$ cat src/rtl/clock_set_ctrl_if.sv
// Signal bundle between the seconds stage, the buttons and the min/hr counters.
// master drives the carries and buttons; slave is the time-setting controller.
interface clock_set_ctrl_if;
    logic       sec_tick;
    logic       min_carry;
    logic       btn_mode;
    logic       btn_inc;
    logic       min_tick_o;
    logic       hr_tick_o;
    logic       sec_clr;
    logic [1:0] mode;
    logic       blink;

    modport master (
        output sec_tick, min_carry, btn_mode, btn_inc,
        input  min_tick_o, hr_tick_o, sec_clr, mode, blink
    );

    modport slave (
        input  sec_tick, min_carry, btn_mode, btn_inc,
        output min_tick_o, hr_tick_o, sec_clr, mode, blink
    );
endinterface

$ cat src/rtl/clock_set_ctrl.sv
// Time-setting controller for the 24h clock: RUN pass-through, SET_HR/SET_MIN adjust.
// Optional feature macro: SET_AUTOREPEAT_EN (held btn_inc auto-repeats after REPEAT_DELAY).
module clock_set_ctrl #(
    parameter int TIMEOUT      = 10,
    parameter int REPEAT_DELAY = 2
) (
    input  logic             clk_1Hz,
    input  logic             rst,
    clock_set_ctrl_if.slave  bus
);
    typedef enum logic [1:0] {
        RUN     = 2'b00,
        SET_HR  = 2'b01,
        SET_MIN = 2'b10
    } state_t;

    state_t     r_state;
    logic       r_mode_q;
    logic       r_inc_q;
    logic       r_blink;
    logic       r_hr_pls;
    logic       r_min_pls;
    logic [5:0] r_tmo;

    logic w_mode_evt;
    logic w_inc_evt;
    logic w_set;
    logic w_rpt;
    logic w_fire;

    assign w_mode_evt = bus.btn_mode & ~r_mode_q;
    assign w_inc_evt  = bus.btn_inc & ~r_inc_q;
    assign w_set      = (r_state != RUN);

`ifdef SET_AUTOREPEAT_EN
    logic [3:0] r_hold;

    // r_hold counts held cycles since the press and saturates at REPEAT_DELAY
    assign w_rpt = w_set & bus.btn_inc & (r_hold >= 4'(REPEAT_DELAY));

    always_ff @(posedge clk_1Hz) begin
        if (rst)
            r_hold <= 4'd0;
        else if (w_mode_evt | ~bus.btn_inc | ~w_set)
            r_hold <= 4'd0;
        else if (w_inc_evt)
            r_hold <= 4'd1;
        else if ((r_hold != 4'd0) && (r_hold < 4'(REPEAT_DELAY)))
            r_hold <= r_hold + 4'd1;
    end
`else
    assign w_rpt = 1'b0;
`endif

    // a mode press in the same cycle swallows any adjustment
    assign w_fire = w_set & ~w_mode_evt & (w_inc_evt | w_rpt);

    always_ff @(posedge clk_1Hz) begin
        if (rst) begin
            r_state   <= RUN;
            r_mode_q  <= 1'b1;
            r_inc_q   <= 1'b1;
            r_tmo     <= 6'd0;
            r_blink   <= 1'b0;
            r_hr_pls  <= 1'b0;
            r_min_pls <= 1'b0;
        end else begin
            r_mode_q  <= bus.btn_mode;
            r_inc_q   <= bus.btn_inc;
            r_hr_pls  <= w_fire & (r_state == SET_HR);
            r_min_pls <= w_fire & (r_state == SET_MIN);
            r_blink   <= w_set ? ~r_blink : 1'b0;
            case (r_state)
                RUN: begin
                    r_tmo <= 6'd0;
                    if (w_mode_evt) r_state <= SET_HR;
                end
                SET_HR, SET_MIN: begin
                    if (w_mode_evt | w_inc_evt | bus.btn_inc) begin
                        r_tmo <= 6'd0;
                    end else if (r_tmo == 6'(TIMEOUT - 1)) begin
                        r_tmo   <= 6'd0;
                        r_state <= RUN;
                    end else begin
                        r_tmo <= r_tmo + 6'd1;
                    end
                    if (w_mode_evt) r_state <= (r_state == SET_HR) ? SET_MIN : RUN;
                end
                default: begin
                    r_tmo   <= 6'd0;
                    r_state <= RUN;
                end
            endcase
        end
    end

    // RUN forwards the carry chain with no added latency
    assign bus.min_tick_o = w_set ? r_min_pls : bus.sec_tick;
    assign bus.hr_tick_o  = w_set ? r_hr_pls  : bus.min_carry;
    assign bus.sec_clr    = w_set;
    assign bus.blink      = w_set & r_blink;
    assign bus.mode       = r_state;
endmodule

$ cat src/flat_wrapper.sv
// flat-port wrapper written by rule: the top's interface ports become plain ports
module clock_set_ctrl_flat 
#(
    parameter int TIMEOUT      = 10,
    parameter int REPEAT_DELAY = 2
)
  (clk_1Hz, rst, bus_sec_tick, bus_min_carry, bus_btn_mode, bus_btn_inc, bus_min_tick_o, bus_hr_tick_o, bus_sec_clr, bus_mode, bus_blink);
  clock_set_ctrl_if bus_i ();
  input  logic clk_1Hz;
  input  logic rst;
  input wire logic [$bits(bus_i.sec_tick)-1:0] bus_sec_tick;
  input wire logic [$bits(bus_i.min_carry)-1:0] bus_min_carry;
  input wire logic [$bits(bus_i.btn_mode)-1:0] bus_btn_mode;
  input wire logic [$bits(bus_i.btn_inc)-1:0] bus_btn_inc;
  output wire logic [$bits(bus_i.min_tick_o)-1:0] bus_min_tick_o;
  output wire logic [$bits(bus_i.hr_tick_o)-1:0] bus_hr_tick_o;
  output wire logic [$bits(bus_i.sec_clr)-1:0] bus_sec_clr;
  output wire logic [$bits(bus_i.mode)-1:0] bus_mode;
  output wire logic [$bits(bus_i.blink)-1:0] bus_blink;
  assign bus_i.sec_tick = bus_sec_tick;
  assign bus_i.min_carry = bus_min_carry;
  assign bus_i.btn_mode = bus_btn_mode;
  assign bus_i.btn_inc = bus_btn_inc;
  assign bus_min_tick_o = bus_i.min_tick_o;
  assign bus_hr_tick_o = bus_i.hr_tick_o;
  assign bus_sec_clr = bus_i.sec_clr;
  assign bus_mode = bus_i.mode;
  assign bus_blink = bus_i.blink;
  clock_set_ctrl #(.TIMEOUT(TIMEOUT), .REPEAT_DELAY(REPEAT_DELAY)) u_core (.clk_1Hz(clk_1Hz), .rst(rst), .bus(bus_i));
endmodule
$ cat config.mk
export PLATFORM = sky130hd
export DESIGN_NAME = clock_set_ctrl_flat
export DESIGN_NICKNAME = d
export VERILOG_FILES = /design/src/rtl/clock_set_ctrl_if.sv /design/src/rtl/clock_set_ctrl.sv /design/src/flat_wrapper.sv
export SDC_FILE = /design/constraint.sdc
export NUM_CORES = 1
export LEC_CHECK = 0
export CAP_MARGIN = 10
export CORE_AREA = 10 10 47 49
export CTS_BUF_LIST = sky130_fd_sc_hd__clkbuf_16
export CTS_CLUSTER_SIZE = 14
export DETAILED_ROUTE_END_ITERATION = 10
export DIE_AREA = 0 0 57 59
export HOLD_SLACK_MARGIN = 0.08
export PLACE_DENSITY_LB_ADDON = 0.1
export RECOVER_POWER = 50
export SLEW_MARGIN = 10
export SYNTH_ARGS = -nofsm -noshare
export SYNTH_HDL_FRONTEND = slang
export SYNTH_SLANG_ARGS = --single-unit
$ cat constraint.sdc
create_clock -name clk_1Hz -period 4.1 [get_ports clk_1Hz]
set_input_delay 1.23 -clock clk_1Hz [delete_from_list [all_inputs] [get_ports clk_1Hz]]
set_output_delay 1.23 -clock clk_1Hz [all_outputs]
set_load 0.01 [all_outputs]
==> impl_metrics.ini, run 1 <==
[run_status]
outcome = finished clean

[final_layout]
antenna_cells = 0
drive_above_1_share = 0.1351
fillers = 137
design_area_um2 = 817.0
seqCellArea_um2 = 260.3
multi_input_area_um2 = 324.1
area_delta_synth_final_pct = 34.64
fin_nets = 86

[floorplan]
die-area_mm2 = 0.003363
start_util = 0.4330
die_w_um = 57
fp-row-count = 14
die-height_um = 59
core_area_mm2 = 0.001401
ioPinCount = 12

[flow_run]
maxCapViolations = 0

[worst_setup_path]
cpPeakStageDelay_ns = 0.48
crit_family = buffers and inverters
r2r-end = u_core.r_tmo[4]
r2r_cells = 4
crit_path_start_kind = input pin
timing.rr.start = u_core.r_tmo[0]
cp_max_fo = 1
critPathKind = in2out
crit_chain = clkdlybuf4s50_1 -> mux2_2 -> clkdlybuf4s50_1
worstPathRequired_ns = 2.87
cpMaxStageDelayCell = clkdlybuf4s50_1
crit_buf_inv = 2
arrival_ns = 2.36
critPathCaptureType = output port
cp_common_cell = clkdlybuf4s50_1
r2r_slack_ns = 2.75

[logic_synthesis]
ys_ff_latch = 13
synth_area_um2 = 606.8
synth_fp_nets = 70
yosys-top-cells-count = dfxtp_1 (13), inv_1 (6), nor3_1 (6), ha_1 (5)
yosys.area.top_type = dfxtp_1
synth_most_common_cell = dfxtp_1
netlist.area_leader.share = 0.4289
ys_types = 26
syn-instance-count = 59
synth_edf_count = 0
async_reset_ff_frac = 0
seq_area_frac_synth = 0.4289
ys.flop_type = dfxtp_1
synth_warnings = 0
syn_avg_cell_area_um2 = 10.29
ys_top_cells_by_area = dfxtp_1 (43%), ha_1 (10%), nor3_1 (4.9%)

[clocking]
clock_sinks = 13
cts_tree = done
cts_buffers = 3
clockRootBuffer = clkbuf_16
ctsResizeCount = 0
ctsHoldBuffers = 0
cts_setup_buffers = 0
cts-htree-levels = 1
clkSlewWorstSetupHoldPaths_ns = 0.04
cts_buffer_depth = 2
worstSkewPairLatency_ns = 0.24

[routing]
ant_nets = 0
wl_per_cell_um = 13.27
firstDrtPassIters = 4
drcViolationCount = 0
vias = 468
drt_first_iter_violations = 6
totalWireLength_mm = 1.194
vias_per_cell = 5.200

[worst_hold_path]
min_from = u_core.r_blink
whs_endpoint = u_core.r_blink
hp-class = reg2reg
min_delay_path_depth = 1

[timing]
finalCritPeriodShare = 0.8767
worst_pin_slew_ns = 0.4353
setup_tns_ns = 0
rsz0062_at_grt = no
setup_violations = 0
slew_violations = 0
fmax_mhz = 278.2
hold_viol_final = 0
post-route-min-period_ns = 3.594
slew_headroom = 0.7086
skew_ns = 0.0008770

[power_and_ir_drop]
power.density_mw_per_mm2 = 414.1
p_leak_uw = 0.0002892
max-vdd-ir-drop_uv = 219.4

[global_route]
grt_first_pass_wirelength_mm = 2.097
grt_start_max_net_pins = 9
grt_pass1_vias = 489
antenna_found_initial = 0
grt.total_usage = 0.07897
grt_overflow = 0

[placement]
dp_hpwl_um = 921.9
gp_congestion = 0.7333
dpl_cell_area_um2 = 737.0
io_buffers = 11
worst max-delay path by stage:
stage	start	endpoint	slack, ns	depth (start not counted)
floorplan	bus_min_carry	bus_hr_tick_o	1.36	1
global placement	bus_min_carry	bus_hr_tick_o	0.52	3
detailed placement	bus_sec_tick	bus_min_tick_o	0.50	3
CTS	bus_sec_tick	bus_min_tick_o	0.49	3
global route	bus_sec_tick	bus_min_tick_o	0.47	3
finish	bus_sec_tick	bus_min_tick_o	0.51	3
routing by layer:
| layer | track usage | vias up | routed length [um] |
|---|---|---|---|
| met5 | 0 | - | 0 |
| met4 | 0.06040 | 0 | 36 |
| met3 | 0.04077 | 5 | 80 |
| met2 | 0.1240 | 12 | 534 |
| met1 | 0.07805 | 213 | 541 |
| li1 | - | 238 | - |
stage by stage:
step / cells / setup WS [ns] / hold WS [ns] / power (uW) / util
after global placement: 86 / 0.5183 / 0.3948 / 157.2 / 0.5259
after floorplan: 59 / 1.365 / 0.3833 / 143.8 / -
after detailed placement: 86 / 0.4961 / 0.3969 / 157.9 / 0.5259
after CTS: 90 / 0.4930 / 0.4052 / 342.3 / 0.5830
final: 90 / 0.5056 / 0.4012 / 338.3 / 0.5830
after global routing: 90 / 0.4672 / 0.4332 / 350.9 / 0.5830
layout make-up:
cell class | count | area share
clock inverter | 1 | 0.006126
multi-input combinational | 40 | 0.3966
timing repair buffer | 11 | 0.1348
tap | 16 | 0.02450
clock buffer | 3 | 0.09188
sequential | 13 | 0.3185
inverter | 6 | 0.02757
where the power goes:
part,internal (uW),switching (uW)
combinational,14.1,10.4
clock,130,53.8
sequential,129,1.23
kinds of logic (layout without fill, tap and decap cells):
| kind of cell | Yosys count | count (layout) | synth area share |
|---|---|---|---|
| buf+inv | 6 | 21 | 0.03711 |
| mux | 3 | 3 | 0.05361 |
| flops | 13 | 13 | 0.4289 |
| xor+xnor | 3 | 3 | 0.04331 |
| compound gates | 6 | 6 | 0.07836 |
| simple gates | 23 | 23 | 0.2557 |
| fa+ha+maj | 5 | 5 | 0.1031 |
state kept, by name, summed over array words and instances, names as in the netlist:
signal / cells
u_core.bus.mode: 2
u_core.r_blink: 1
u_core.r_hr_pls: 1
u_core.r_inc_q: 1
u_core.r_min_pls: 1
u_core.r_mode_q: 1
u_core.r_tmo: 6
cells in the final DEF, fill, tap and decap left out, types with 3 or more instances in the layout:
| cell | synthesis | routed |
|---|---|---|
| dfxtp_1 | 13 | 13 |
| clkbuf_16 | 0 | 3 |
| clkdlybuf4s50_1 | 0 | 9 |
| inv_1 | 6 | 6 |
| nor3_1 | 6 | 6 |
| ha_1 | 5 | 5 |
Note: power is estimated with default switching activity, not from simulation.
==> inputs of run 2 (changes only) <==
CORE_AREA = 2 2 39 41   (was 10 10 47 49)
DIE_AREA = 0 0 41 43   (was 0 0 57 59)
==> run 2 against run 1 <==
Compared with the run above: sequential cell count stayed put; first-iteration DRC count is 100% lower; highest routed layer unchanged; non-clock buffer count stayed put; worst setup slack better by 0.012 ns.
==> impl_metrics.ini, run 2 (synthesis results as in run 1) <==
[worst_setup_path]
r2r_cells = 4
r2r-end = u_core.r_tmo[4]
worstPathRequired_ns = 2.87
cpMaxStageDelayCell = clkdlybuf4s50_1
cp_common_cell = clkdlybuf4s50_1
cpPeakStageDelay_ns = 0.47
arrival_ns = 2.35
r2r_slack_ns = 2.79
crit_path_start_kind = input pin
timing.rr.start = u_core.r_tmo[0]
crit_family = buffers and inverters
crit_chain = clkdlybuf4s50_1 -> mux2_2 -> clkdlybuf4s50_1
critPathCaptureType = output port
cp_max_fo = 1
critPathKind = in2out
crit_buf_inv = 2

[final_layout]
fin_nets = 86
final_common_cell = dfxtp_1
layout_common_cells = dfxtp_1 (13), clkdlybuf4s50_1 (9), inv_1 (6), nor3_1 (6), ha_1 (5)
antenna_cells = 0
fillers = 139
largest_reg_flops = 6
drive_above_1_share = 0.1351
top_register = u_core.r_tmo
multi_input_area_um2 = 324.1
seqCellArea_um2 = 260.3
post-route-util = 0.5904
area_delta_synth_final_pct = 34.64
stdcell_count = 90

[placement]
io_buffers = 11
dp_hpwl_um = 799.6
dp_cells = 86
gp_congestion = 0.7538

[clocking]
ctsHoldBuffers = 0
cts_tree = done
clkSlewWorstSetupHoldPaths_ns = 0.05
cts_buffers = 3
clockRootBuffer = clkbuf_16
ctsResizeCount = 0
cts_buffer_depth = 2
cts-htree-levels = 1
clock_sinks = 13
cts_setup_buffers = 0
worstSkewPairLatency_ns = 0.24

[timing]
skew_ns = 0.002459
fmax_mhz = 279.1
slew_headroom = 0.7285
slew_violations = 0
worst_pin_slew_ns = 0.4055
setup_tns_ns = 0
hold_viol_final = 0
setup_violations = 0
finalCritPeriodShare = 0.8739
rsz0062_at_grt = no
post-route-min-period_ns = 3.583

[routing]
wl_per_cell_um = 11.36
drt_first_iter_violations = 0
drcViolationCount = 0
totalWireLength_mm = 1.022
vias_per_cell = 5.133
firstDrtPassIters = 1
ant_nets = 0
vias = 462

[floorplan]
ioPinCount = 12
fp-row-count = 14
die_w_um = 41
start_util = 0.4385
die-height_um = 43
die-area_mm2 = 0.001763
core_area_mm2 = 0.001384

[global_route]
antenna_found_initial = 0
grt_start_max_net_pins = 9
grt_overflow = 0
grt_pass1_vias = 438
grt.total_usage = 0.1586
grt_first_pass_wirelength_mm = 1.821

[flow_run]
maxCapViolations = 0

[power_and_ir_drop]
p_sw_uw = 65.45
power_uw = 338.3
netSwitchingFraction = 0.1935
p_comb_frac = 0.071
max-vdd-ir-drop_uv = 255.2
power_frac_seq = 0.385
p_int_uw = 272.9
p_leak_uw = 0.0002892
power.density_mw_per_mm2 = 414.1
power.share.clock = 0.544

[worst_hold_path]
min_from = u_core.r_blink
whs_endpoint = u_core.r_blink
hp-class = reg2reg
min_delay_path_depth = 1

[run_status]
outcome = finished clean
run 2: power by group through the flow:
stage,Combinational (uW),Clock [uW],Sequential [uW]
after floorplan,11.0,0,133
after CTS,24.9,186,130
after global placement,24.5,0,133
after global routing,27.0,193,130
after detailed placement,24.9,0,133
final,24.1,184,130
run 2: metal layers:
metal	GRT usage	wire [um]
met2	0.2281	500
met1	0.1869	433
met3	0.04712	50
met4	0.1200	37
met5	0	0
run 2: layout make-up:
class,instances,area share
clock buffer,3,0.09188
clock inverter,1,0.006126
inverter,6,0.02757
multi-input combinational,40,0.3966
sequential,13,0.3185
tap,16,0.02450
timing repair buffer,11,0.1348
run 2: per-stage QoR:
stage / cell area (um^2) / hold slack [ns] / worst slack, ns
after CTS: 817.0 / 0.4033 / 0.5040
final: 817.0 / 0.3992 / 0.5172
after global placement: 737.0 / 0.3930 / 0.5285
after floorplan: 606.8 / 0.3833 / 1.365
after global routing: 817.0 / 0.4245 / 0.4631
after detailed placement: 737.0 / 0.3957 / 0.5017
run 2: worst max-delay path by stage:
stage	from	endpoint	slack, ns	cells past startpoint
2_1_floorplan	bus_min_carry	bus_hr_tick_o	1.36	1
3_3_place_gp	bus_sec_tick	bus_min_tick_o	0.53	3
3_5_place_dp	bus_min_carry	bus_hr_tick_o	0.50	3
4_1_cts	bus_min_carry	bus_hr_tick_o	0.50	3
5_1_grt	bus_sec_tick	bus_min_tick_o	0.46	3
6_report	bus_min_carry	bus_hr_tick_o	0.52	3
run 2: worst register-to-register path, cell delays in order (launching register included):
cell and delay, ns:
dfxtp_1 0.39, ha_1 0.20, inv_1 0.07, nor4b_4 0.42
nor3_1 0.11
==> inputs of run 3 (changes only) <==
GPL_TIMING_DRIVEN = 0   (was unset)
==> run 3 against run 2 <==
Compared with the run above: sequential cell count is the same; via count grew 1.9%; critical path type unchanged; critical path depth is the same; worst hold slack gained 0.011 ns; clock power shrank 4%; wire length grew 2.9%; count of clock-buffer cells in the layout is the same; cell count is the same; global-route usage shrank 0.19 points; maximum frequency shrank 0.14%.
==> impl_metrics.ini, run 3 (synthesis results as in run 1) <==
[run_status]
outcome = finished clean

[placement]
dpl_cell_area_um2 = 737.0
dp_hpwl_um = 811.7
dp_cells = 86
gp_congestion = 0.7179
io_buffers = 11

[worst_setup_path]
cp_max_fo = 1
cp_common_cell = clkdlybuf4s50_1
crit_chain = clkdlybuf4s50_1 -> mux2_2 -> clkdlybuf4s50_1
r2r-end = u_core.r_min_pls
timing.rr.start = u_core.bus.mode[1]
critPathKind = in2out
critPathCaptureType = output port
cp-endpoint = bus_hr_tick_o
r2r_cells = 4
arrival_ns = 2.36
r2r_slack_ns = 2.79
crit_start = bus_min_carry
cpPeakStageDelay_ns = 0.47
crit_path_start_kind = input pin
worstPathRequired_ns = 2.87
cpMaxStageDelayCell = clkdlybuf4s50_1

[floorplan]
fp-row-count = 14
core_area_mm2 = 0.001384
die-area_mm2 = 0.001763
start_util = 0.4385
die-height_um = 43
ioPinCount = 12
die_w_um = 41

[power_and_ir_drop]
netSwitchingFraction = 0.1814
power_frac_seq = 0.394
p_sw_uw = 60.15
max-vdd-ir-drop_uv = 269.0
p_leak_uw = 0.0002904
power_uw = 331.6
power.density_mw_per_mm2 = 409.0
power.share.clock = 0.534
p_int_uw = 271.4
p_comb_frac = 0.072

[final_layout]
fillers = 132
final_common_cell = dfxtp_1
design_area_um2 = 810.8
stdcell_count = 90
layout_common_cells = dfxtp_1 (13), clkdlybuf4s50_1 (9), inv_1 (7)
area_delta_synth_final_pct = 33.61
largest_reg_flops = 6
top_register = u_core.r_tmo
post-route-util = 0.5859
fin_nets = 86
drive_above_1_share = 0.1081
antenna_cells = 0

[clocking]
cts-htree-levels = 1
clockRootBuffer = clkbuf_16
clock_sinks = 13
ctsHoldBuffers = 0
cts_setup_buffers = 0
cts_buffers = 3
worstSkewPairLatency_ns = 0.24
clkSlewWorstSetupHoldPaths_ns = 0.04
cts_tree = done
ctsResizeCount = 0
cts_buffer_depth = 2

[global_route]
grt_overflow = 0
grt_pass1_vias = 444
grt_start_max_net_pins = 8
grt.total_usage = 0.1567
grt_first_pass_wirelength_mm = 1.773
antenna_found_initial = 0

[timing]
finalCritPeriodShare = 0.8751
rsz0062_at_grt = no
hold_viol_final = 0
slew_violations = 0
setup_tns_ns = 0
setup_violations = 0
post-route-min-period_ns = 3.588
worst_pin_slew_ns = 0.3866
skew_ns = 0.0009095
slew_headroom = 0.7412
fmax_mhz = 278.7

[routing]
totalWireLength_mm = 1.052
drcViolationCount = 0
ant_nets = 0
vias_per_cell = 5.233
wl_per_cell_um = 11.69
firstDrtPassIters = 4
vias = 471
drt_first_iter_violations = 10

[worst_hold_path]
hp-class = reg2reg
min_delay_path_depth = 1

[flow_run]
maxCapViolations = 0
[run 3: changes by cell type in the layout (fill, tap and decap cells not counted), sizes merged]
cell and delta:
clkinv -1, inv +1
[run 3: stage by stage]
| stage | worst slack [ns] | hold WS [ns] |
|---|---|---|
| finish | 0.5120 | 0.4102 |
| global route | 0.4643 | 0.4236 |
| CTS | 0.5024 | 0.4094 |
| detailed placement | 0.5019 | 0.4035 |
| global placement | 0.5278 | 0.3933 |
| floorplan | 1.365 | 0.3833 |
[run 3: how the worst min path moves through the flow]
stage,startpoint,to,slack (ns)
after global routing,u_core.r_blink,u_core.r_blink,0.42
after global placement,u_core.r_blink,u_core.r_blink,0.39
final,u_core.r_blink,u_core.r_blink,0.41
after floorplan,u_core.r_blink,u_core.r_blink,0.38
after CTS,u_core.r_blink,u_core.r_blink,0.41
after detailed placement,u_core.r_blink,u_core.r_blink,0.40
[run 3: critical path: cells and delay by family]
| kind | cells | cell delay, ns |
|---|---|---|
| buffers and inverters | 2 | 0.87 |
| multiplexers | 1 | 0.26 |
[run 3: cell type report]
type	count	area, um^2	share of cell area
multi-input combinational	40	319.1	0.3935
sequential	13	260.3	0.3210
timing repair buffer	11	110.1	0.1358
clock buffer	3	75.07	0.09259
inverter	6	22.52	0.02778
tap	16	20.02	0.02469
clock inverter	1	3.754	0.004630
[run 3: power by group through the flow]
stage / clock, uW / sequential (uW) / combinational (uW)
floorplan: 0 / 133 / 11.0
global placement: 0 / 133 / 24.4
detailed placement: 0 / 133 / 24.8
CTS: 181 / 130 / 24.8
global route: 188 / 131 / 26.5
finish: 177 / 130 / 23.9
[run 3: layer usage]
metal,global-route usage,vias up,routed length (um)
met5,0,-,0
met1,0.1645,222,427
met3,0.06283,4,64
li1,-,235,-
met4,0.1200,0,33
met2,0.2344,10,527
==> RTL change 1 (config.mk and constraints of run 3) <==
Build with the macro `SET_AUTOREPEAT_EN` defined.
--- a/src/rtl/clock_set_ctrl.sv
+++ b/src/rtl/clock_set_ctrl.sv
@@ -1,5 +1,7 @@
 // Time-setting controller for the 24h clock: RUN pass-through, SET_HR/SET_MIN adjust.
 // Optional feature macro: SET_AUTOREPEAT_EN (held btn_inc auto-repeats after REPEAT_DELAY).
+`define SET_AUTOREPEAT_EN
+
 module clock_set_ctrl #(
     parameter int TIMEOUT      = 10,
     parameter int REPEAT_DELAY = 2
Function: changed (Yosys sat finds a counterexample within 10 cycles, from zero or initial values and one cycle with rst high).
==> RTL change 1 against run 3 <==
- sequential cell count is 4 higher
- combinational power grew 5%
- global-route usage increased by 2.6 points
- clock skew grew 0.0038 ns
- area after synthesis grew 30%
- via count rose by 26%
- setup slack worse by 0.028 ns
- count of clock-buffer cells in the layout stayed put
- sequential share of layout area grew 2.2 points
- first-iteration DRC count fell by 50%
- total power up 16%
- cell area up 23%
- wire length up 25%
- critical endpoint is now bus_min_tick_o
- largest cell class unchanged
==> RTL change 1: results (changes against run 3) <==
- Net count after synthesis: 99 (was 70)
- Number of antenna violations at the first check in global routing: 0 (unchanged)
- Synth cell types: 25 (was 26)
- Metal-1 WL: 594 µm (was 427 µm)
- Worst slew pin tran: 0.2701 ns (was 0.3866 ns)
- Crit path arrival time: 2.39 ns (was 2.36 ns)
- Maximum vdd ir drop: 0.2844 mV (was 0.2690 mV)
- GPL Wtd Cong: 0.8435 (was 0.7179)
- Reg2reg path depth: 5 (was 4)
- Final net count: 115 (was 86)
- Reg-to-reg endpoint: u_core.bus.mode[1]$_SDFFE_PP0P_ (was u_core.r_min_pls$_SDFF_PP0_)
- I/O Buffers: 11 (unchanged)
- Maximum number of pins on one net before global-route repair: 10 (was 8)
- Hold Startpoint: u_core.r_blink$_SDFF_PP0_ (unchanged)
- Global-route wire length before repair: 2145 µm (was 1773 µm)
- Starting DRT DRC Count: 5 (was 10)
- CTS Buf Count: 3 (unchanged)
- Min-Delay Endpoint: u_core.r_blink$_SDFF_PP0_ (unchanged)
- Launching point of the worst reg2reg path: u_core.bus.mode[1]$_SDFFE_PP0P_ (unchanged)
- Commonest cells post-synth: 17 x dfxtp_1, 12 x nor2_1, 8 x ha_1, 8 x inv_1 (was 13 x dfxtp_1, 6 x inv_1, 6 x nor3_1, 5 x ha_1)
- Via-to-Cell Ratio: 5.103 (was 5.233)
- Post-detail-place hpwl: 973.7 µm (was 811.7 µm)
- Status: finished clean (unchanged)
- Hold Path Stages: 1 (unchanged)
- Crit path max fanout: 1 (unchanged)
- Most area-consuming cells after synthesis: dfxtp_1 43%, ha_1 13%, nor2_1 5.7% (was dfxtp_1 43%, ha_1 10%, nor3_1 4.9%)
- Share of layout cells above drive strength 1: 0.06000 (was 0.1081)
- R2r setup slk: 2.59 ns (was 2.79 ns)
- Top sig layer: met4 (unchanged)
- Post-CTS Resized: 0 (unchanged)
- Seq/Total Area, Yosys: 0.4304 (was 0.4289)
- Wire length on met2: 648 µm (was 527 µm)
- Average routed wire per standard cell: 11.35 µm (was 11.69 µm)
- Clock skew: 0.004748 ns (was 0.0009095 ns)
- Routed length on met3: 45 µm (was 64 µm)
- Worst slack at placement: 0.4771 ns (was 0.5019 ns)
- Leak pwr: 0.3752 nW (was 0.2904 nW)
- Vias in the first global route: 603 (was 444)
- Reg clk slew, reported paths: 0.05 ns
- Post-Syn Area: 790.8 µm² (was 606.8 µm²)
- H-tree levels: 1 (unchanged)
- Register name with the most flops: u_core.r_tmo (unchanged)
- Total GRT Usage: 0.1832 (was 0.1567)
## RTL change 1: cell count changes after synthesis, sizes merged, moves of 3 or more
cell | before | now
nand2 | 1 | 4
ha | 5 | 8
nor2 | 1 | 12
a21oi | 0 | 5
dfxtp | 13 | 17
nor3 | 6 | 3
## RTL change 1: cell families after synthesis
| group | Yosys count | share of synthesized area |
|---|---|---|
| xor+xnor | 5 | 0.05539 |
| flops | 17 | 0.4304 |
| simple gates | 37 | 0.2626 |
| buf+inv | 9 | 0.04430 |
| mux | 2 | 0.02848 |
| compound gates | 7 | 0.05222 |
| fa+ha+maj | 8 | 0.1266 |
## RTL change 1: layout make-up
type	count	area, µm²
multi-input combinational	59	409.1
fill	106	390.4
sequential	17	340.3
timing repair buffer	11	110.1
clock buffer	3	75.07
inverter	8	30.03
tap	16	20.02
buffer	1	5.005
clock inverter	1	3.754
## RTL change 1: critical path: stages
cell and delay, ns:
clkdlybuf4s50_1 0.39, mux2_1 0.29, clkdlybuf4s50_1 0.47
## RTL change 1: where the power goes
group	internal (mW)	switching, mW
registers	0.168	0.00178
logic	0.0137	0.0115
clock network	0.129	0.0597
## RTL change 1: worst max path at each step
stage	startpoint	end	slack, ns	depth (start not counted)
after floorplan	bus_min_carry	bus_hr_tick_o	1.32	1
after global placement	bus_min_carry	bus_hr_tick_o	0.49	3
after detailed placement	bus_sec_tick	bus_min_tick_o	0.48	3
after CTS	bus_sec_tick	bus_min_tick_o	0.47	3
after global routing	bus_sec_tick	bus_min_tick_o	0.42	3
final	bus_sec_tick	bus_min_tick_o	0.48	3
## RTL change 1: through the flow
step                      hold WS (ns)  area [µm²]  std cells
after floorplan                 0.3833       790.8         85
after global placement          0.3931       920.9        112
after detailed placement        0.3930       920.9        112
after CTS                       0.4000       999.7        116
after global routing            0.4209       993.5        116
final                           0.4032       993.5        116
## RTL change 1: per-layer routing
layer | GRT usage | vias to the layer above
met5 | 0 | -
met2 | 0.2844 | 10
met3 | 0.04712 | 4
met1 | 0.1947 | 267
met4 | 0.1467 | 0
li1 | - | 311
==> RTL change 2 (config.mk and constraints of run 3) <==
Without the edit above. `TIMEOUT` is set to 10 in 2 places; all go to 5.
--- a/src/rtl/clock_set_ctrl.sv
+++ b/src/rtl/clock_set_ctrl.sv
@@ -1,7 +1,7 @@
 // Time-setting controller for the 24h clock: RUN pass-through, SET_HR/SET_MIN adjust.
 // Optional feature macro: SET_AUTOREPEAT_EN (held btn_inc auto-repeats after REPEAT_DELAY).
 module clock_set_ctrl #(
-    parameter int TIMEOUT      = 10,
+    parameter int TIMEOUT      = 5,
     parameter int REPEAT_DELAY = 2
 ) (
     input  logic             clk_1Hz,
--- a/src/flat_wrapper.sv
+++ b/src/flat_wrapper.sv
@@ -1,7 +1,7 @@
 // flat-port wrapper written by rule: the top's interface ports become plain ports
 module clock_set_ctrl_flat 
 #(
-    parameter int TIMEOUT      = 10,
+    parameter int TIMEOUT      = 5,
     parameter int REPEAT_DELAY = 2
 )
   (clk_1Hz, rst, bus_sec_tick, bus_min_carry, bus_btn_mode, bus_btn_inc, bus_min_tick_o, bus_hr_tick_o, bus_sec_clr, bus_mode, bus_blink);
Behaviour: not the same (Yosys sat finds a counterexample within 10 cycles, from zero or initial values and one cycle with rst high).
==> RTL change 2 against run 3 <==
- die area is the same
- total power grew 0.69%
- setup slack lost 0.016 ns
- sequential cell count is the same
- first-iteration DRC count shrank 60%
- core utilization grew 2.6 points
- wire length shrank 3.4%
- area after synthesis grew 5.2%
- final cell count grew 3.3%
- largest cell class unchanged
- highest routed layer unchanged
- fmax shrank 0.45%
- register-to-register slack lost 0.29 ns
- cell area grew 4.5%
==> RTL change 2: results (changes against run 3) <==
- Post-detail-place hpwl: 802.7 µm (was 811.7 µm)
- Maximum number of pins on one net before global-route repair: 10 (was 8)
- Average routed wire per standard cell: 10.92 µm (was 11.69 µm)
- Starting DRT DRC Count: 4 (was 10)
- Seq/Total Area, Yosys: 0.4078 (was 0.4289)
- GPL Wtd Cong: 0.6307 (was 0.7179)
- Net count after synthesis: 73 (was 70)
- Dpl cell area: 768.2 µm² (was 737.0 µm²)
- Placed Cells: 89 (was 86)
- Clock skew: 0.001080 ns (was 0.0009095 ns)
- Status: finished clean (unchanged)
- Share of layout cells above drive strength 1: 0.2078 (was 0.1081)
- H-tree levels: 1 (unchanged)
- Syn Inst Count: 62 (was 59)
- Vias: 453 (was 471)
- Max clock buf depth: 2 (unchanged)
- Worst slack at placement: 0.4825 ns (was 0.5019 ns)
- Commonest cells post-synth: 13 x dfxtp_1, 5 x ha_1, 5 x inv_1, 3 x nor3_2 (was 13 x dfxtp_1, 6 x inv_1, 6 x nor3_1, 5 x ha_1)
- Global-route wire length before repair: 1835 µm (was 1773 µm)
- Maximum vdd ir drop: 0.2440 mV (was 0.2690 mV)
- Drt pass-1 iters: 2 (was 4)
- Total GRT Usage: 0.1631 (was 0.1567)
- Synthesis Warnings: 0 (unchanged)
- Most area-consuming cells after synthesis: dfxtp_1 41%, ha_1 9.8%, nor3_2 4.7% (was dfxtp_1 43%, ha_1 10%, nor3_1 4.9%)
- Post-Route WL: 1016 µm (was 1052 µm)
- Headroom to the max-slew limit: 0.7356 (was 0.7412)
- Synth cell types: 31 (was 26)
- Post-CTS Resized: 0 (unchanged)
- Vias in the first global route: 459 (was 444)
- Leak pwr: 0.3157 nW (was 0.2904 nW)
[RTL change 2: final cells by class]
cell class,count,area [µm²]
flip-flops and latches,13,260.3
clock buffers,3,75.07
well taps,16,20.02
clock inverters,1,3.754
multi-input cells,42,344.1
inverters,5,18.77
plain buffers,2,15.01
fillers,138,536.8
repair buffers,11,110.1
[RTL change 2: worst paths after layout]
path / slack (ns) / from / cells past startpoint / endpoint
worst min-delay path: 0.40 / u_core.r_blink$_SDFF_PP0_ / 1 / u_core.r_blink$_SDFF_PP0_
worst max register to register: 2.50 / u_core.bus.mode[1]$_SDFFE_PP0P_ / 5 / u_core.r_tmo[5]$_SDFF_PP0_
worst max-delay path: 0.50 / bus_sec_tick / 3 / bus_min_tick_o
worst min register to register: 0.40 / u_core.r_blink$_SDFF_PP0_ / 1 / u_core.r_blink$_SDFF_PP0_
[RTL change 2: cell families after synthesis]
kind of cell | synth area share
buf+inv | 0.05294
xor+xnor | 0.04118
compound gates | 0.06469
flops | 0.4078
mux | 0.03529
simple gates | 0.3000
fa+ha+maj | 0.09804
[RTL change 2: layer usage]
layer  up-vias  GRT usage  share of wire
li1        240          -              -
met1       199     0.1854           0.43
met2        10     0.2344           0.49
met3         4    0.06283          0.051
met4         0     0.1200          0.029
met5         -          0              0
[RTL change 2: critical path: stages]
cell and delay [ns]:
clkdlybuf4s50_1 0.40, mux2_2 0.27, clkdlybuf4s50_1 0.47
[RTL change 2: power by group]
| part | internal (mW) | leakage [nW] | switching [mW] |
|---|---|---|---|
| logic | 0.0144 | 0.168 | 0.00979 |
| registers | 0.129 | 0.106 | 0.00145 |
| clock network | 0.128 | 0.0423 | 0.0508 |
| total | 0.272 | 0.316 | 0.0621 |
